===== config.mk =====
export PLATFORM = sky130hd
export DESIGN_NAME = btn_debounce
export DESIGN_NICKNAME = d
export VERILOG_FILES = /design/src/rtl/btn_debounce.sv
export SDC_FILE = /design/constraint.sdc
export NUM_CORES = 1
export LEC_CHECK = 0
export ABC_AREA = 1
export CAP_MARGIN = 20
export CORE_MARGIN = 3
export CORE_UTILIZATION = 50
export CTS_BUF_LIST = sky130_fd_sc_hd__clkbuf_4
export CTS_CLUSTER_SIZE = 40
export DETAILED_ROUTE_END_ITERATION = 8
export PLACE_DENSITY = 0.77
export SLEW_MARGIN = 15
export SYNTH_ARGS = -nofsm -noshare
export SYNTH_HDL_FRONTEND = slang
export SYNTH_SLANG_ARGS = --single-unit
export TNS_END_PERCENT = 30

===== constraint.sdc =====
create_clock -name clk -period 2.5 [get_ports clk]
set_input_delay 0.25 -clock clk [delete_from_list [all_inputs] [get_ports clk]]
set_output_delay 0.25 -clock clk [all_outputs]
set_load 0.01 [all_outputs]

===== src/rtl/btn_debounce.sv =====
// Push-button conditioner: 2-flop synchroniser, counter debounce, and registered
// level / press / release / auto-repeat pulses for a single raw button pad.
module btn_debounce #(
   parameter int DEBOUNCE_CYCLES = 650_000,
   parameter int REPEAT_DELAY    = 26_000_000,
   parameter int REPEAT_PERIOD   = 6_500_000
) (
   input  logic clk,
   input  logic rst,
   input  logic btn_in,
   output logic btn_level,
   output logic btn_press,
   output logic btn_release,
   output logic btn_repeat,
   output logic btn_evt
);

   localparam int MAX_AB = (DEBOUNCE_CYCLES > REPEAT_DELAY) ? DEBOUNCE_CYCLES : REPEAT_DELAY;
   localparam int MAX_P  = (MAX_AB > REPEAT_PERIOD) ? MAX_AB : REPEAT_PERIOD;
   localparam int CW     = $clog2(MAX_P);

   // The edge that first sees btn_sync change already counts as one stable cycle,
   // so a debounce window ends one count early to give DEBOUNCE_CYCLES+2 latency.
   localparam logic [CW-1:0] DB_LAST = CW'(DEBOUNCE_CYCLES - 2);
   localparam logic [CW-1:0] RD_LAST = CW'(REPEAT_DELAY - 1);
   localparam logic [CW-1:0] RP_LAST = CW'(REPEAT_PERIOD - 1);

   typedef enum logic [2:0] {
      IDLE,
      DB_PRESS,
      HELD,
      REPEAT,
      DB_RELEASE
   } state_t;

   state_t        state_q, state_d;
   logic [CW-1:0] cnt_q, cnt_d;
   logic          sync1_q, btn_sync_q;
   logic          level_q, level_d;
   logic          press_q, press_d;
   logic          release_q, release_d;
   logic          repeat_q, repeat_d;
   logic          evt_q;

   always_ff @(posedge clk) begin
      if (rst) begin
         sync1_q    <= 1'b0;
         btn_sync_q <= 1'b0;
         state_q    <= IDLE;
         cnt_q      <= '0;
         level_q    <= 1'b0;
         press_q    <= 1'b0;
         release_q  <= 1'b0;
         repeat_q   <= 1'b0;
         evt_q      <= 1'b0;
      end else begin
         sync1_q    <= btn_in;
         btn_sync_q <= sync1_q;
         state_q    <= state_d;
         cnt_q      <= cnt_d;
         level_q    <= level_d;
         press_q    <= press_d;
         release_q  <= release_d;
         repeat_q   <= repeat_d;
         evt_q      <= press_d | repeat_d;
      end
   end

   always_comb begin
      state_d   = state_q;
      cnt_d     = cnt_q + 1'b1;
      level_d   = level_q;
      press_d   = 1'b0;
      release_d = 1'b0;
      repeat_d  = 1'b0;
      case (state_q)
         IDLE: begin
            cnt_d = '0;
            if (btn_sync_q) state_d = DB_PRESS;
         end
         DB_PRESS: begin
            if (!btn_sync_q) begin
               state_d = IDLE;
               cnt_d   = '0;
            end else if (cnt_q == DB_LAST) begin
               state_d = HELD;
               cnt_d   = '0;
               level_d = 1'b1;
               press_d = 1'b1;
            end
         end
         HELD: begin
            if (!btn_sync_q) begin
               state_d = DB_RELEASE;
               cnt_d   = '0;
            end else if (cnt_q == RD_LAST) begin
               state_d  = REPEAT;
               cnt_d    = '0;
               repeat_d = 1'b1;
            end
         end
         REPEAT: begin
            if (!btn_sync_q) begin
               state_d = DB_RELEASE;
               cnt_d   = '0;
            end else if (cnt_q == RP_LAST) begin
               cnt_d    = '0;
               repeat_d = 1'b1;
            end
         end
         DB_RELEASE: begin
            // A bounce back to 1 restarts the full repeat delay without a new press.
            if (btn_sync_q) begin
               state_d = HELD;
               cnt_d   = '0;
            end else if (cnt_q == DB_LAST) begin
               state_d   = IDLE;
               cnt_d     = '0;
               level_d   = 1'b0;
               release_d = 1'b1;
            end
         end
         default: begin
            state_d = IDLE;
            cnt_d   = '0;
         end
      endcase
   end

   assign btn_level   = level_q;
   assign btn_press   = press_q;
   assign btn_release = release_q;
   assign btn_repeat  = repeat_q;
   assign btn_evt     = evt_q;

endmodule

==> summary.md <==
| Metric | Value |
|---|---|
| Synth Cell Area | `2223 µm²` |
| Measured slew at the worst slew-check pin | `about 0.50 ns` |
| Vias per cell | `between 5 and 6` |
| Number of post-CTS setup repair buffers | `0` |
| Wire per inst | `12.23 µm` |
| Most common cell after layout, fill and taps aside | `nand2_1` |
| Commonest cells after routing, fill and taps aside | `nand2_1, nor2_1, inv_1` |
| Initial Utilization | `between 50% and 60%` |
| Post-DP HPWL | `3827 µm` |
| Syn Area/Cell | `approximately 6.6 µm²` |
| Mapped Nets | `341` |
| Final worst slack | `0.5305 ns` |
| Top post-synthesis cells by area | `dfxtp_1, nand2_1, nor2_1, inv_1, nand3_1` |
| RSZ-0062 raised after global routing | `no` |
| Antenna viol nets, final | `0` |
| Die extent in x | `between 70 and 80 µm` |
| Total track usage | `about a fifth` |
| CP arrival | `~2.2 ns` |
| Final net count | `353` |
| PostCTS Resize Cnt | `0` |
| Clock Sinks | `35` |
| Logic pwr share | `approximately 36%` |
| Internal power | `0.8288 mW` |
| Worst path max stage delay | `between 0.4 and 0.5 ns` |
| Post-route clock period utilization | `approximately 80%` |
| First-pass GRT wire length | `between 8000 and 9000 µm` |
| WL final | `between 4000 and 5000 µm` |
| Switching Share | `roughly two fifths` |
| Skew-Pair Late Insertion Delay | `around 0.35 ns` |
| CP Launch Type | `register` |
| Critical path capture point type | `register` |
| Yosys reg bits | `35` |
| Power, Total | `1.429 mW` |
| Maximum vdd ir drop | `0.0003455 V` |
| Max cap viols | `0` |
| Hold WS | `~0.41 ns` |
| DRT iter0 DRCs | `between 200 and 250` |
| Slew headroom | `66.55%` |
| Top-area cell type share of the netlist area | `about a third` |
| Drc violations | `0` |
| Grt ovf | `0` |
| Status | `finished clean` |
| Final hold viol count | `0` |
| Highest Clock Rate | `approximately 0.51 GHz` |
| Clock power share | `roughly a fifth` |
| Non-Filler Instances | `roughly 400` |
| Min Tclk post-route | `between 1.5 and 2 ns` |
| Layout Utilization | `around 57%` |
| Dpl cells | `a little under 400` |
| Crit path max fanout | `24` |
| Port Buffers | `7` |
| Fillers | `around 410` |
| Critical path's slowest cell | `nor2_8` |
| Most frequent CP cell | `nand2_2` |
| WP data required | `~2.7 ns` |
| Vias in the first global route | `~1900` |
| CTS tree | `yes` |
| Vias | `2076` |
| Yosys top cell by area | `dfxtp_1` |
| Synth cell types | `27` |
| H-Tree Depth | `2` |
| Area grow syn2layout | `6.640%` |
| CTS Hold Bufs | `0` |
| Post-Layout Inst Area | `between 2000 and 2500 µm²` |
| Clock Skew | `~0.0047 ns` |
| Initial antenna violation count | `0` |
| Die height | `around 73 µm` |
| Cell Area, Placed | `roughly 2300 µm²` |
| Ys Warns | `0` |
| Crit Path Class | `register to register` |
| PwrDens | `roughly 600 nW/µm²` |
| I/O pin total | `8` |
| LEAKAGE | `~0.91 nW` |
| Core area | `between 4000 and 5000 µm²` |
| Critical-path cell list | `ha_1 -> nand2_2 -> nor2_4 -> nand2_2 -> nor2_1 -> nand2_1 -> nand2_2 -> nand2_4 -> nor2_8 -> nor3_1` |
| Die area | `5283 µm²` |
| Worst-path clk slew | `approximately 0.11 ns` |
| CTS buffer count | `5` |
| Buf+Inv Stages, Crit Path | `0` |
| Layout cell share with drive strength beyond 1 | `16.62%` |
| Switching Power | `0.5998 mW` |
| Largest net degree at the start of global routing | `25` |
| Setup-failing EPs final | `0` |
| Row cnt | `23` |
| Crit-path leading delay family | `simple AND/OR/NAND/NOR gates` |
| Final Wtd Congestion | `around 0.97` |
| Slew Limit Fails | `0` |
| Seq/Total Area, Yosys | `about a third` |
| DR pass1 iterations | `5` |
| Max clock buf depth | `2` |
| Post-synthesis cell count | `336` |
| Clk Tree Root Cell | `clkbuf_4` |
| Antenna cell count | `0` |
| Worst slack at placement | `0.5389 ns` |
| Final TNS setup | `0 ns` |
| Register share of total power | `between 40 and 50%` |
| Hold crit path type | `input pin to register` |
registers in the layout (all words and copies together) (netlist names):
register / count
btn_release: 1
btn_press: 1
btn_repeat: 1
state_q: 3
btn_level: 1
btn_sync_q: 1
cnt_q: 25
btn_evt: 1
sync1_q: 1
metal layers:
layer  up-vias  global-route usage (%)  share of wire [%]
met5         -                       0                  0
met4         0                   6.148                1.5
met3         7                   3.719                7.1
met2        69                   32.36                 43
met1       925                   28.84                 48
li1       1075                       -                  -
final cells by class:
cell class / count / area [µm²] / area share, %
well taps: 50 / 62.56 / 2.639
flip-flops and latches: 35 / 700.7 / 29.55
multi-input cells: 241 / 1260 / 53.14
repair buffers: 9 / 85.08 / 3.588
clock buffers: 5 / 37.54 / 1.583
clock inverters: 3 / 15.01 / 0.6332
inverters: 56 / 210.2 / 8.865
power groups by stage:
stage               registers [mW]  logic, mW  clock network [mW]
finish                       0.619      0.509               0.301
CTS                          0.618      0.511               0.310
global route                 0.626      0.576               0.341
detailed placement           0.630      0.509                   0
global placement             0.629      0.513                   0
floorplan                    0.622      0.467                   0
cell usage after synthesis:
| library cell | number |
|---|---|
| nor2_1 | 51 |
| nand3_1 | 26 |
| nand2_1 | 69 |
| nor2_4 | 2 |
| nor4_1 | 1 |
| inv_1 | 49 |
| o21ai_2 | 1 |
| o21ai_1 | 2 |
| ha_1 | 2 |
| dfxtp_1 | 35 |
| a21oi_1 | 8 |
| inv_2 | 6 |
| buf_4 | 1 |
| o21ai_0 | 9 |
| xor2_1 | 8 |
| nor2_2 | 15 |
| nand3_4 | 1 |
| nor3_2 | 13 |
| buf_12 | 2 |
| nand2_4 | 1 |
| nor3_1 | 12 |
| or2_2 | 1 |
| buf_2 | 1 |
| nand2_2 | 9 |
| clkinv_1 | 1 |
| nand4_1 | 9 |
| nor2_8 | 1 |
worst paths after layout:
path	from	to	slack [ns]	cells after the start
max reg2reg	cnt_q[0]	cnt_q[21]	0.53	10
min	btn_in	sync1_q	0.41	3
min reg2reg	sync1_q	btn_sync_q	0.41	2
max	cnt_q[0]	cnt_q[21]	0.53	10
cells by family (layout without fill, tap and decap cells):
family / count (synthesis) / in the layout / share of synthesized area [%]
simple gates: 211 / 211 / 47.72
buf+inv: 60 / 73 / 11.82
flops: 35 / 35 / 31.51
compound gates: 20 / 20 / 4.671
xor+xnor: 8 / 8 / 3.152
fa+ha+maj: 2 / 2 / 1.125
worst register-to-register path: stages (launching register included):
cell and delay [ns]:
dfxtp_1 0.41, ha_1 0.22, nand2_2 0.09, nor2_4 0.14
nand2_2 0.09, nor2_1 0.12, nand2_1 0.09, nand2_2 0.08
nand2_4 0.08, nor2_8 0.43, nor3_1 0.09
Power figures use the tool's default switching activity.
